$ cat config.mk
export PLATFORM = sky130hd
export DESIGN_NAME = range_scan
export DESIGN_NICKNAME = d
export VERILOG_FILES = /design/src/rtl/range_pkg.sv /design/src/rtl/max_sum_acc.sv /design/src/rtl/range_scan.sv
export SDC_FILE = /design/constraint.sdc
export NUM_CORES = 1
export LEC_CHECK = 0
export BUFFER_PORTS_ARGS = -buffer_cell sky130_fd_sc_hd__buf_2
export CAP_MARGIN = 25
export CELL_PAD_IN_SITES_DETAIL_PLACEMENT = 1
export CELL_PAD_IN_SITES_GLOBAL_PLACEMENT = 1
export CORE_ASPECT_RATIO = 1.75
export CORE_UTILIZATION = 30
export CTS_BUF_LIST = sky130_fd_sc_hd__clkbuf_2 sky130_fd_sc_hd__clkbuf_4 sky130_fd_sc_hd__clkbuf_8
export DETAILED_ROUTE_END_ITERATION = 8
export HOLD_SLACK_MARGIN = 0.08
export PLACE_DENSITY_LB_ADDON = 0.05
export SYNTH_ARGS = -nofsm -noshare
export SYNTH_HDL_FRONTEND = slang
export SYNTH_HIERARCHICAL = 1
export SYNTH_SLANG_ARGS = --single-unit
$ cat constraint.sdc
create_clock -name clk -period 4.1 [get_ports clk]
set_clock_uncertainty 0.2 [all_clocks]
set_input_delay 0.41 -clock clk [delete_from_list [all_inputs] [get_ports clk]]
set_output_delay 0.41 -clock clk [all_outputs]
set_load 0.03 [all_outputs]
$ cat src/rtl/range_pkg.sv
// Shared definitions for the Collatz range block and its scan sequencer.
package range_pkg;

  localparam int RAM_WORDS_DEFAULT     = 16;
  localparam int RAM_ADDR_BITS_DEFAULT = 4;

  typedef enum logic [2:0] {
    ST_IDLE,
    ST_LAUNCH,
    ST_SETTLE,
    ST_WAIT,
    ST_SCAN,
    ST_DRAIN,
    ST_DONE
  } scan_state_t;

endpackage

$ cat src/rtl/max_sum_acc.sv
// Running maximum / argmax / sum over a stream of (index, count) words.
module max_sum_acc #(
  parameter int IDX_BITS = 4,
  parameter int CNT_BITS = 16,
  parameter int SUM_BITS = 20
) (
  input  logic                clk,
  input  logic                rst,
  input  logic                clr_i,
  input  logic                valid_i,
  input  logic [IDX_BITS-1:0] idx_i,
  input  logic [CNT_BITS-1:0] count_i,
  input  logic [31:0]         base_i,
  output logic [CNT_BITS-1:0] max_o,
  output logic [31:0]         argmax_o,
  output logic [SUM_BITS-1:0] sum_o
);

  logic [CNT_BITS-1:0] max_q, max_d;
  logic [31:0]         arg_q, arg_d;
  logic [SUM_BITS-1:0] sum_q, sum_d;
  logic                take;

  // Word 0 always loads, so an all-zero RAM still reports base as the argmax;
  // later words need a strictly larger count, keeping the lowest index on ties.
  assign take = valid_i && ((idx_i == '0) || (count_i > max_q));

  always_comb begin
    max_d = max_q;
    arg_d = arg_q;
    sum_d = sum_q;
    if (clr_i) begin
      max_d = '0;
      arg_d = '0;
      sum_d = '0;
    end else if (valid_i) begin
      sum_d = sum_q + SUM_BITS'(count_i);
      if (take) begin
        max_d = count_i;
        arg_d = base_i + 32'(idx_i);
      end
    end
  end

  always_ff @(posedge clk or posedge rst) begin
    if (rst) begin
      max_q <= '0;
      arg_q <= '0;
      sum_q <= '0;
    end else begin
      max_q <= max_d;
      arg_q <= arg_d;
      sum_q <= sum_d;
    end
  end

  assign max_o    = max_q;
  assign argmax_o = arg_q;
  assign sum_o    = sum_q;

endmodule

$ cat src/rtl/range_scan.sv
// Launches one Collatz range run, waits for its RAM to fill, then sweeps the
// RAM through the range read port accumulating max, argmax and sum.
module range_scan
  import range_pkg::*;
#(
  parameter int RAM_WORDS     = RAM_WORDS_DEFAULT,
  parameter int RAM_ADDR_BITS = RAM_ADDR_BITS_DEFAULT
) (
  input  logic                      clk,
  input  logic                      reset,
  input  logic                      req,
  input  logic [31:0]               base,
  output logic                      busy,
  output logic                      range_go,
  output logic [31:0]               range_start,
  input  logic                      range_done,
  input  logic [15:0]               range_count,
  output logic                      result_valid,
  output logic [15:0]               max_count,
  output logic [31:0]               max_n,
  output logic [16+RAM_ADDR_BITS-1:0] sum_count
);

  localparam logic [RAM_ADDR_BITS-1:0] LAST_IDX = RAM_ADDR_BITS'(RAM_WORDS - 1);

  scan_state_t              state_q, state_d;
  logic [31:0]              base_q, base_d;
  logic [RAM_ADDR_BITS-1:0] idx_q, idx_d;
  logic [RAM_ADDR_BITS-1:0] idx_inc;
  logic                     busy_q, busy_d;
  logic                     go_q, go_d;
  logic [31:0]              start_q, start_d;
  logic                     valid_q, valid_d;

  logic                     acc_clr;
  logic                     acc_valid;
  logic [RAM_ADDR_BITS-1:0] acc_idx;

  assign idx_inc = idx_q + 1'b1;

  always_comb begin
    state_d = state_q;
    base_d  = base_q;
    idx_d   = idx_q;
    busy_d  = busy_q;
    go_d    = 1'b0;
    start_d = start_q;
    valid_d = valid_q;
    acc_clr = 1'b0;
    case (state_q)
      ST_IDLE, ST_DONE: begin
        if (req) begin
          base_d  = base;
          valid_d = 1'b0;
          acc_clr = 1'b1;
          start_d = base;
          go_d    = 1'b1;
          busy_d  = 1'b1;
          state_d = ST_LAUNCH;
        end
      end
      ST_LAUNCH: state_d = ST_SETTLE;
      // range_done may still be left over from the previous run here.
      ST_SETTLE: state_d = ST_WAIT;
      ST_WAIT: begin
        if (range_done) begin
          start_d = '0;
          idx_d   = '0;
          state_d = ST_SCAN;
        end
      end
      ST_SCAN: begin
        if (idx_q == LAST_IDX) begin
          state_d = ST_DRAIN;
        end else begin
          idx_d   = idx_inc;
          start_d = 32'(idx_inc);
        end
      end
      ST_DRAIN: begin
        valid_d = 1'b1;
        busy_d  = 1'b0;
        state_d = ST_DONE;
      end
      default: state_d = ST_IDLE;
    endcase
  end

  // The read port lags one cycle, so each cycle processes the previous address.
  always_comb begin
    acc_valid = (state_q == ST_DRAIN) || ((state_q == ST_SCAN) && (idx_q != '0));
    acc_idx   = (state_q == ST_DRAIN) ? LAST_IDX : (idx_q - 1'b1);
  end

  always_ff @(posedge clk or posedge reset) begin
    if (reset) begin
      state_q <= ST_IDLE;
      base_q  <= '0;
      idx_q   <= '0;
      busy_q  <= 1'b0;
      go_q    <= 1'b0;
      start_q <= '0;
      valid_q <= 1'b0;
    end else begin
      state_q <= state_d;
      base_q  <= base_d;
      idx_q   <= idx_d;
      busy_q  <= busy_d;
      go_q    <= go_d;
      start_q <= start_d;
      valid_q <= valid_d;
    end
  end

  max_sum_acc #(
    .IDX_BITS (RAM_ADDR_BITS),
    .CNT_BITS (16),
    .SUM_BITS (16 + RAM_ADDR_BITS)
  ) u_acc (
    .clk      (clk),
    .rst      (reset),
    .clr_i    (acc_clr),
    .valid_i  (acc_valid),
    .idx_i    (acc_idx),
    .count_i  (range_count),
    .base_i   (base_q),
    .max_o    (max_count),
    .argmax_o (max_n),
    .sum_o    (sum_count)
  );

  assign busy         = busy_q;
  assign range_go     = go_q;
  assign range_start  = start_q;
  assign result_valid = valid_q;

endmodule
==> results of run 1 <==
where the power goes:
group / internal, mW / switching (mW)
registers: 2.01 / 0.547
logic: 1.46 / 2.43
clock network: 0.697 / 0.587
metrics by stage:
| step | hold WS (ns) | area [sq um] | cells |
|---|---|---|---|
| after CTS | 0.1134 | 9553 | 1233 |
| after floorplan | 0.2849 | 7523 | 711 |
| after global placement | 0.09538 | 8593 | 1150 |
| after detailed placement | 0.09931 | 8593 | 1150 |
| final | 0.1590 | 9553 | 1233 |
| after global routing | 0.1564 | 9553 | 1233 |
cell families after synthesis:
group / Yosys count / synth area share (%)
compound gates: 167 / 16.51
xor+xnor: 42 / 4.889
fa+ha+maj: 41 / 6.985
buf+inv: 74 / 4.407
flops: 142 / 47.23
mux: 44 / 6.503
simple gates: 201 / 13.47
synth_stat cells, types with 16 or more instances:
| master | count | area (sq um) |
|---|---|---|
| a21oi_1 | 24 | 120.1 |
| a22o_1 | 50 | 437.9 |
| buf_2 | 16 | 80.08 |
| dfrtp_1 | 142 | 3553 |
| ha_1 | 38 | 475.5 |
| inv_1 | 37 | 138.9 |
| mux2_2 | 35 | 394.1 |
| nand2_1 | 78 | 292.8 |
| nor2_1 | 41 | 153.9 |
| o21ai_0 | 23 | 115.1 |
| o31ai_1 | 29 | 217.7 |
| xnor2_1 | 23 | 201.4 |
| xor2_1 | 19 | 166.4 |
flip-flops by register name, indices dropped and copies added, names as in the netlist:
name	flops
base_q	32
state_q	3
idx_q	4
u_acc/sum_o	20
busy	1
u_acc/max_o	16
range_go	1
u_acc/argmax_o	32
range_start	32
result_valid	1
cell type report:
cell class                 count  share of cell area [%]
clock buffer                  19                   2.737
timing repair buffer         215                   14.33
sequential                   142                   37.20
tap                          312                   4.086
inverter                      37                   1.454
clock inverter                13                   1.965
multi-input combinational    495                   38.23
how the worst min path moves through the flow:
| stage | start | to | slack (ns) | cells after the start |
|---|---|---|---|---|
| after floorplan | base_q[0] | base_q[0] | 0.28 | 1 |
| after global placement | reset | u_acc/argmax_o[22] | 0.1 | 2 |
| after detailed placement | reset | u_acc/argmax_o[20] | 0.1 | 2 |
| after CTS | reset | u_acc/argmax_o[20] | 0.11 | 3 |
| after global routing | reset | u_acc/argmax_o[20] | 0.16 | 3 |
| final | reset | u_acc/argmax_o[20] | 0.16 | 3 |
routing by layer:
layer  up-vias  wire length [um]  global-route usage, %
met5         -                 0                      0
met4         0               567                  8.344
met3        25               649                  3.610
met2       129             13160                  36.66
met1      3110              8763                  19.44
li1       2938                 -                      -
critical path, stage by stage, from the launching register on:
cell and delay, ns:
dfrtp_1 0.53, nor2b_1 0.36, nand2_1 0.21, nand2_1 0.16, ha_1 0.19, fa_1 0.22
a21oi_1 0.09, o21ai_0 0.18, buf_4 0.17, nor2b_1 0.50, nand2_1 0.20, nor3_1 0.21
xnor2_1 0.18, o31ai_2 0.08
==> flow_metrics.tcl, run 1 <==
set metrics [dict create \
    synthesis.nets 803 \
    utilization_pct 38.79 \
    syn-cell-area_sq_um 7523 \
    min_period_ns 3.639 \
    setup_ws_ns 0.4609 \
    drive_above_1_share_pct 27.25 \
    cp.arrival_ns 3.77 \
    maxCapViolations 0 \
    worst_pin_slew_ns 0.9441 \
    hold_violations 0 \
    vias 6202 \
    netlist_instances 711 \
    status "finished clean" \
    layout_commonest_cell "buf_2" \
    antenna_cells 0 \
    critPathMaxFanout 9 \
    worst-r2r-setup-slack_ns 0.46 \
    ioPinCount 155 \
    grt_max_degree 66 \
    tns_ns 0 \
    crit_start "state_q[2]" \
    slew_headroom_pct 37.06 \
    finalPower_mw 7.736 \
    crit_required_ns 4.23 \
    maxSlewViolCount 0 \
    rows 76 \
    detailed_place_hpwl_um 17360 \
    path_clk_slew_ns 0.08 \
    die_w_um 121.7 \
    critPathCapture "u_acc/argmax_o[28]" \
    seq_area_frac_synth_pct 47.23 \
    regArea_sq_um 3553 \
    setup_viol_count_final 0 \
    antenna_found_initial 0 \
    clockBufferDepth 2 \
    rr_worst_depth 13 \
    cts_resized 0 \
    areaGrowthSynthToFinish_pct 26.97 \
    fmax_mhz 274.8 \
    drc 0 \
    drt_first_pass_iters 4 \
    coreArea_sq_um 24630 \
    dp_slack_ns 0.3871 \
    async_flop_share_pct 100.0 \
    grtUsageTotal_pct 19.06 \
    cp-start-kind "flop" \
    die_h_um 211.5 \
    postCtsHoldBufs 51 \
    synth_area_per_cell_sq_um 10.58 \
    path_class "reg2reg" \
    clkSinkCount 142 \
    powerDensity_nw_per_um2 809.8 \
    antenna_left 0 \
    postCtsSetupBuffers 0 \
    cts_buffers 17 \
    vias_per_cell 5.030 \
    clock_insertion_delay_worst_skew_ns 0.48 \
    finalNetCount 1000 \
    fp.dieArea_sq_um 25740 \
    timing.final.crit_share_pct 88.76 \
    yosysWarnings 6 \
    worstReg2RegStart "state_q[2]" \
    reg2reg_to "u_acc/argmax_o[28]" \
    rsz0062_at_grt "no" \
    endpoint_kind "flop" \
    wl_per_cell_um 18.77 \
    grt-ovfl-total 0 \
    cts_tree "yes" \
    grt_pass1_vias 6774 \
    drt_iter0_drc 199 \
    cts_root_buf "clkbuf_8" \
    multiInputGateArea_sq_um 3652 \
    synth-seq-cells 142 \
    hp-class "in2async" \
    wl_um 23140 \
    htreeDepth 4 \
    start_util_pct 30.55 \
    layout_common_cells "buf_2, dfrtp_1, nand2_1, dlygate4sd3_1, a22o_1" \
    grt_pass1_wl_um 36940 \
    synth.distinct_cells 64 \
    ys.flop_type "dfrtp_1" \
    p_leak_nw 4.530 \
    ir_drop_uv 411.8 \
    port_buffers 154 \
    fillCellCount 2830 \
    gp_congestion 0.8336 \
    synth_edf_count 0 \
]
No activity file was read; power rests on OpenSTA's default activity.
==> run 2: changes to the inputs <==
--- a/config.mk
+++ b/config.mk
@@ -9,7 +9,6 @@
 export CAP_MARGIN = 25
 export CELL_PAD_IN_SITES_DETAIL_PLACEMENT = 1
 export CELL_PAD_IN_SITES_GLOBAL_PLACEMENT = 1
-export CORE_ASPECT_RATIO = 1.75
 export CORE_UTILIZATION = 30
 export CTS_BUF_LIST = sky130_fd_sc_hd__clkbuf_2 sky130_fd_sc_hd__clkbuf_4 sky130_fd_sc_hd__clkbuf_8
 export DETAILED_ROUTE_END_ITERATION = 8
==> flow_metrics.tcl, run 2 (synthesized netlist as in run 1, its figures left out) <==
set metrics [dict create \
    status "finished clean" \
    coreArea_sq_um 24460 \
    gp_congestion 0.8315 \
    start_util_pct 30.76 \
    grt_max_degree 122 \
    endpoint_kind "flop" \
    worst_pin_slew_ns 0.8481 \
    vias_per_cell 4.975 \
    rows 57 \
    grt-ovfl-total 0 \
    antenna_cells 0 \
    grt_pass1_vias 6650 \
    wl_um 21720 \
    critPathMaxFanout 53 \
    cp-start-kind "flop" \
    ir_drop_uv 333.0 \
    layout_commonest_cell "buf_2" \
    drive_above_1_share_pct 27.17 \
    drt_iter0_drc 350 \
    min_period_ns 3.460 \
    clockBufferDepth 2 \
    power_frac_clock_pct 15.4 \
    finalNetCount 999 \
    p_int_mw 3.995 \
    detailed_place_hpwl_um 15480 \
    switching_share_pct 47.18 \
    antenna_left 0 \
    finalPower_mw 7.563 \
    die_h_um 160.4 \
    die_w_um 160.4 \
    ioPinCount 155 \
    hold_violations 0 \
    rsz0062_at_grt "no" \
    fmax_mhz 289.0 \
    fillCellCount 2752 \
    wl_per_cell_um 17.46 \
    vias 6189 \
    pwr-share-seq_pct 33.8 \
    drt_first_pass_iters 4 \
    cts_buffers 17 \
    setup_ws_ns 0.6399 \
    antenna_found_initial 0 \
    p_sw_mw 3.568 \
    combPwrFrac_pct 50.8 \
    maxSlewViolCount 0 \
    cts_root_buf "clkbuf_8" \
    p_leak_nw 4.523 \
    slew_headroom_pct 43.34 \
    path_class "reg2reg" \
    clock_insertion_delay_worst_skew_ns 0.45 \
    path_clk_slew_ns 0.09 \
    grtUsageTotal_pct 17.83 \
    setup_viol_count_final 0 \
    dp_slack_ns 0.6509 \
    powerDensity_nw_per_um2 791.1 \
    cts_tree "yes" \
    maxCapViolations 0 \
    cp.arrival_ns 3.60 \
    areaGrowthSynthToFinish_pct 27.07 \
    port_buffers 154 \
    grt_pass1_wl_um 35960 \
    timing.final.crit_share_pct 84.39 \
    tns_ns 0 \
    layout_common_cells "buf_2, dfrtp_1, nand2_1, dlygate4sd3_1, a22o_1" \
    fp.dieArea_sq_um 25720 \
    drc 0 \
    postCtsSetupBuffers 0 \
    clkSinkCount 142 \
    crit_required_ns 4.24 \
    htreeDepth 4 \
    hp-class "reg2reg" \
]
## run 2: changes by cell type in the layout (fill, tap and decap cells not counted)
cell | previous run | this run
clkinv_8 | 0 | 3
clkinv_2 | 2 | 1
clkinv_4 | 3 | 5
bufinv_16 | 4 | 1
buf_12 | 1 | 2
inv_2 | 2 | 1
inv_8 | 0 | 2
clkbuf_8 | 19 | 17
clkinvlp_4 | 3 | 1
buf_16 | 0 | 1
or3b_2 | 2 | 1
buf_4 | 9 | 6
inv_6 | 1 | 3
or3b_4 | 0 | 1
## run 2: power groups by stage
stage / registers, mW / logic (mW) / clock network, mW
after floorplan: 3.27 / 2.04 / 0
after global placement: 2.57 / 3.75 / 0
after detailed placement: 2.59 / 3.85 / 0
after CTS: 2.57 / 3.89 / 1.22
after global routing: 2.66 / 4.21 / 1.28
final: 2.56 / 3.84 / 1.16
## run 2: what timing repair did
action                                  4_1_cts  5_1_grt
hold buffers                                 51        0
hold endpoints to repair                    110        0
resized for setup                             0        0
endpoints found under the setup margin        0        0
## run 2: final timing paths
check	from	endpoint	slack (ns)	cells past startpoint
max in group asynchronous	reset	base_q[26]	2.32	4
setup reg to reg	state_q[2]	u_acc/argmax_o[6]	0.64	11
hold reg to reg	u_acc/argmax_o[25]	u_acc/argmax_o[25]	0.28	2
min in group asynchronous	reset	u_acc/argmax_o[7]	0.32	4
setup / recovery	state_q[2]	u_acc/argmax_o[6]	0.64	11
hold / removal	u_acc/argmax_o[25]	u_acc/argmax_o[25]	0.28	2
## run 2: critical path: stages (launching register included)
cell and delay, ns:
dfrtp_1 0.54, nor2b_1 0.36, nand2_1 0.21, nand2_1 0.22
nor4_1 0.09, nor2_1 0.16, o21ai_0 0.12, a2111oi_1 0.51
or3b_4 0.44, buf_12 0.29, nand2_1 0.09, o31ai_1 0.08
## run 2: metal layers
metal,vias up,part of all wire [%],global-route usage [%]
met5,-,0,0
met4,0,0.79,4.416
met3,10,3.9,3.874
met2,136,50,30.32
met1,3099,45,22.96
li1,2944,-,-
## run 2: through the flow
stage / hold WS [ns] / instances / cell area (sq um) / util, %
after floorplan: 0.2849 / 711 / 7523 / -
after global placement: 0.2592 / 1160 / 8610 / 35.20
after detailed placement: 0.2653 / 1160 / 8610 / 35.20
after CTS: 0.2860 / 1243 / 9533 / 38.97
after global routing: 0.2893 / 1244 / 9560 / 39.08
final: 0.2797 / 1244 / 9560 / 39.08
## run 2: cell type report
type	instances	area [sq um]	area share [%]
multi-input combinational	495	3655	38.23
clock buffer	17	234.0	2.447
tap	324	405.4	4.240
timing repair buffer	214	1394	14.58
sequential	142	3553	37.17
inverter	37	140.1	1.466
clock inverter	15	178.9	1.871
==> run 3: changes to the inputs <==
==> constraint.sdc (replaced) <==
create_clock -name clk -period 2.9 [get_ports clk]
set_clock_uncertainty 0.2 [all_clocks]
set_input_delay 0.29 -clock clk [delete_from_list [all_inputs] [get_ports clk]]
set_output_delay 0.29 -clock clk [all_outputs]
set_load 0.03 [all_outputs]
==> flow_metrics.tcl, run 3 (synthesized netlist as in run 1, its figures left out) <==
set metrics [dict create \
    antenna_left 0 \
    switching_share_pct 46.93 \
    grt_max_degree 90 \
    combPwrFrac_pct 53.4 \
    wl_per_cell_um 17.94 \
    grt_pass1_vias 6788 \
    finalPower_mw 11.28 \
    p_sw_mw 5.292 \
    maxCapViolations 0 \
    die_h_um 160.4 \
    rsz0062_at_grt "yes" \
    port_buffers 154 \
    layout_common_cells "buf_2, dfrtp_1, nand2_1, dlygate4sd3_1, a22o_1" \
    cp_top_family "simple AND/OR/NAND/NOR gates" \
    cp.arrival_ns 3.02 \
    grt.busiest_layer "met2" \
    detailed_place_hpwl_um 16050 \
    gp_congestion 0.8523 \
    hold_violations 0 \
    vias 6383 \
    finalNetCount 1040 \
    htreeDepth 4 \
    areaGrowthSynthToFinish_pct 33.46 \
    start_util_pct 30.76 \
    crit_cells 10 \
    pwr-share-seq_pct 31.4 \
    fmax_mhz 347.8 \
    slew_headroom_pct 47.02 \
    p_int_mw 5.984 \
    cp-start-kind "primary input" \
    vias_per_cell 4.967 \
    slowest_stage "dlygate4sd3_1" \
    fp.dieArea_sq_um 25720 \
    grt-ovfl-total 0 \
    grt_pass1_wl_um 36860 \
    coreArea_sq_um 24460 \
    maxSlewViolCount 0 \
    critPathMaxFanout 10 \
    cts_buffers 17 \
    path_clk_slew_ns 0.10 \
    grtUsageTotal_pct 18.20 \
    drive_above_1_share_pct 32.78 \
    p_leak_nw 4.774 \
    rows 57 \
    powerDensity_nw_per_um2 1123 \
    clock_insertion_delay_worst_skew_ns 0.47 \
    worst_pin_slew_ns 0.7911 \
    globalRouteMet3Util_pct 3.435 \
    antenna_found_initial 0 \
    path_cells "dlygate4sd3_1 > buf_2 > ha_1 > nand3_1 > nor4_4 > a21boi_2 > a2111oi_2 > or3b_4 > buf_4 > a22o_1" \
    met2_usage_pct 31.76 \
    critPathBufInv 3 \
    rr_worst_depth 10 \
    endpoint_kind "flop" \
    clockBufferDepth 2 \
    status "finished clean" \
    drc 0 \
    layout_commonest_cell "buf_2" \
    cts_tree "yes" \
    antenna_cells 0 \
    wl_um 23050 \
    hp-class "in2async" \
    crit_path_max_incr_delay_ns 0.53 \
    grt_use_met1_pct 22.83 \
    power_frac_clock_pct 15.2 \
    clkSinkCount 142 \
    drt_first_pass_iters 5 \
    path_class "in2reg" \
    timing.final.crit_share_pct 99.14 \
    min_period_ns 2.875 \
    tns_ns 0 \
    die_w_um 160.4 \
    setup_viol_count_final 0 \
    ioPinCount 155 \
    ir_drop_uv 506.1 \
    cts_root_buf "clkbuf_8" \
    drt_iter0_drc 244 \
    crit_required_ns 3.04 \
]
[run 3: cell count changes in the layout (fill, tap and decap cells not counted), moves of 3 or more]
cell and delta:
clkinv_4 -3, ha_4 +3, nor3_2 +4, buf_4 +38, nor3_1 -4, nand2_2 +4, ha_1 -3, nand2_1 -4
[run 3: layout make-up]
cell class	instances	area [sq um]
repair buffers	254	1703
flip-flops and latches	142	3553
multi-input cells	496	3812
inverters	37	140.1
fillers	2782	14420
clock inverters	15	192.7
clock buffers	17	234.0
well taps	324	405.4
[run 3: layer usage]
layer / wire length (um) / part of all wire [%] / up-vias
met1: 10210 / 44 / 3223
met3: 820 / 3.6 / 17
met4: 251 / 1.1 / 0
met5: 0 / 0 / -
met2: 11770 / 51 / 107
li1: - / - / 3036
[run 3: repair_timing]
action                                  4_1_cts  5_1_grt
endpoints found under the setup margin       45       53
pin swaps                                     1        7
gates resized for setup                       5       24
hold buffers                                 51        0
endpoints found under the hold margin       140        0
setup buffers                                 1        8
cloned                                        0        1
[run 3: worst paths after layout]
kind	from	endpoint	slack (ns)
hold reg to reg	u_acc/argmax_o[29]	u_acc/argmax_o[29]	0.29
min in group clk	u_acc/argmax_o[29]	u_acc/argmax_o[29]	0.29
hold / removal	reset	idx_q[3]	0.25
max in group asynchronous	reset	u_acc/max_o[7]	1.50
setup / recovery	range_count[6]	u_acc/max_o[9]	0.02
setup reg to reg	idx_q[2]	u_acc/max_o[9]	0.11
[run 3: power by group through the flow]
stage	registers (mW)	clock network (mW)	logic [mW]
CTS	3.55	1.77	5.83
floorplan	4.62	0	2.89
global placement	3.54	0	5.62
detailed placement	3.57	0	5.74
global route	3.69	1.86	6.58
finish	3.54	1.71	6.02
[run 3: tightest hold or removal path, delay by kind of cell]
kind	cells	cell delay [ns]
buf+inv	3	1.08
[run 3: per-stage QoR]
| stage | area [sq um] | hold slack, ns | std cells | utilization, % | setup slack [ns] |
|---|---|---|---|---|---|
| 2_1_floorplan | 7525 | 0.1986 | 711 | - | 0.05042 |
| 3_3_place_gp | 8862 | 0.1702 | 1192 | 36.23 | -0.09871 |
| 3_5_place_dp | 8862 | 0.1901 | 1192 | 36.23 | -0.2192 |
| 4_1_cts | 9831 | 0.2244 | 1276 | 40.19 | 0.001076 |
| 5_1_grt | 10040 | 0.2578 | 1285 | 41.05 | -0.1118 |
| 6_report | 10040 | 0.2487 | 1285 | 41.05 | 0.02495 |
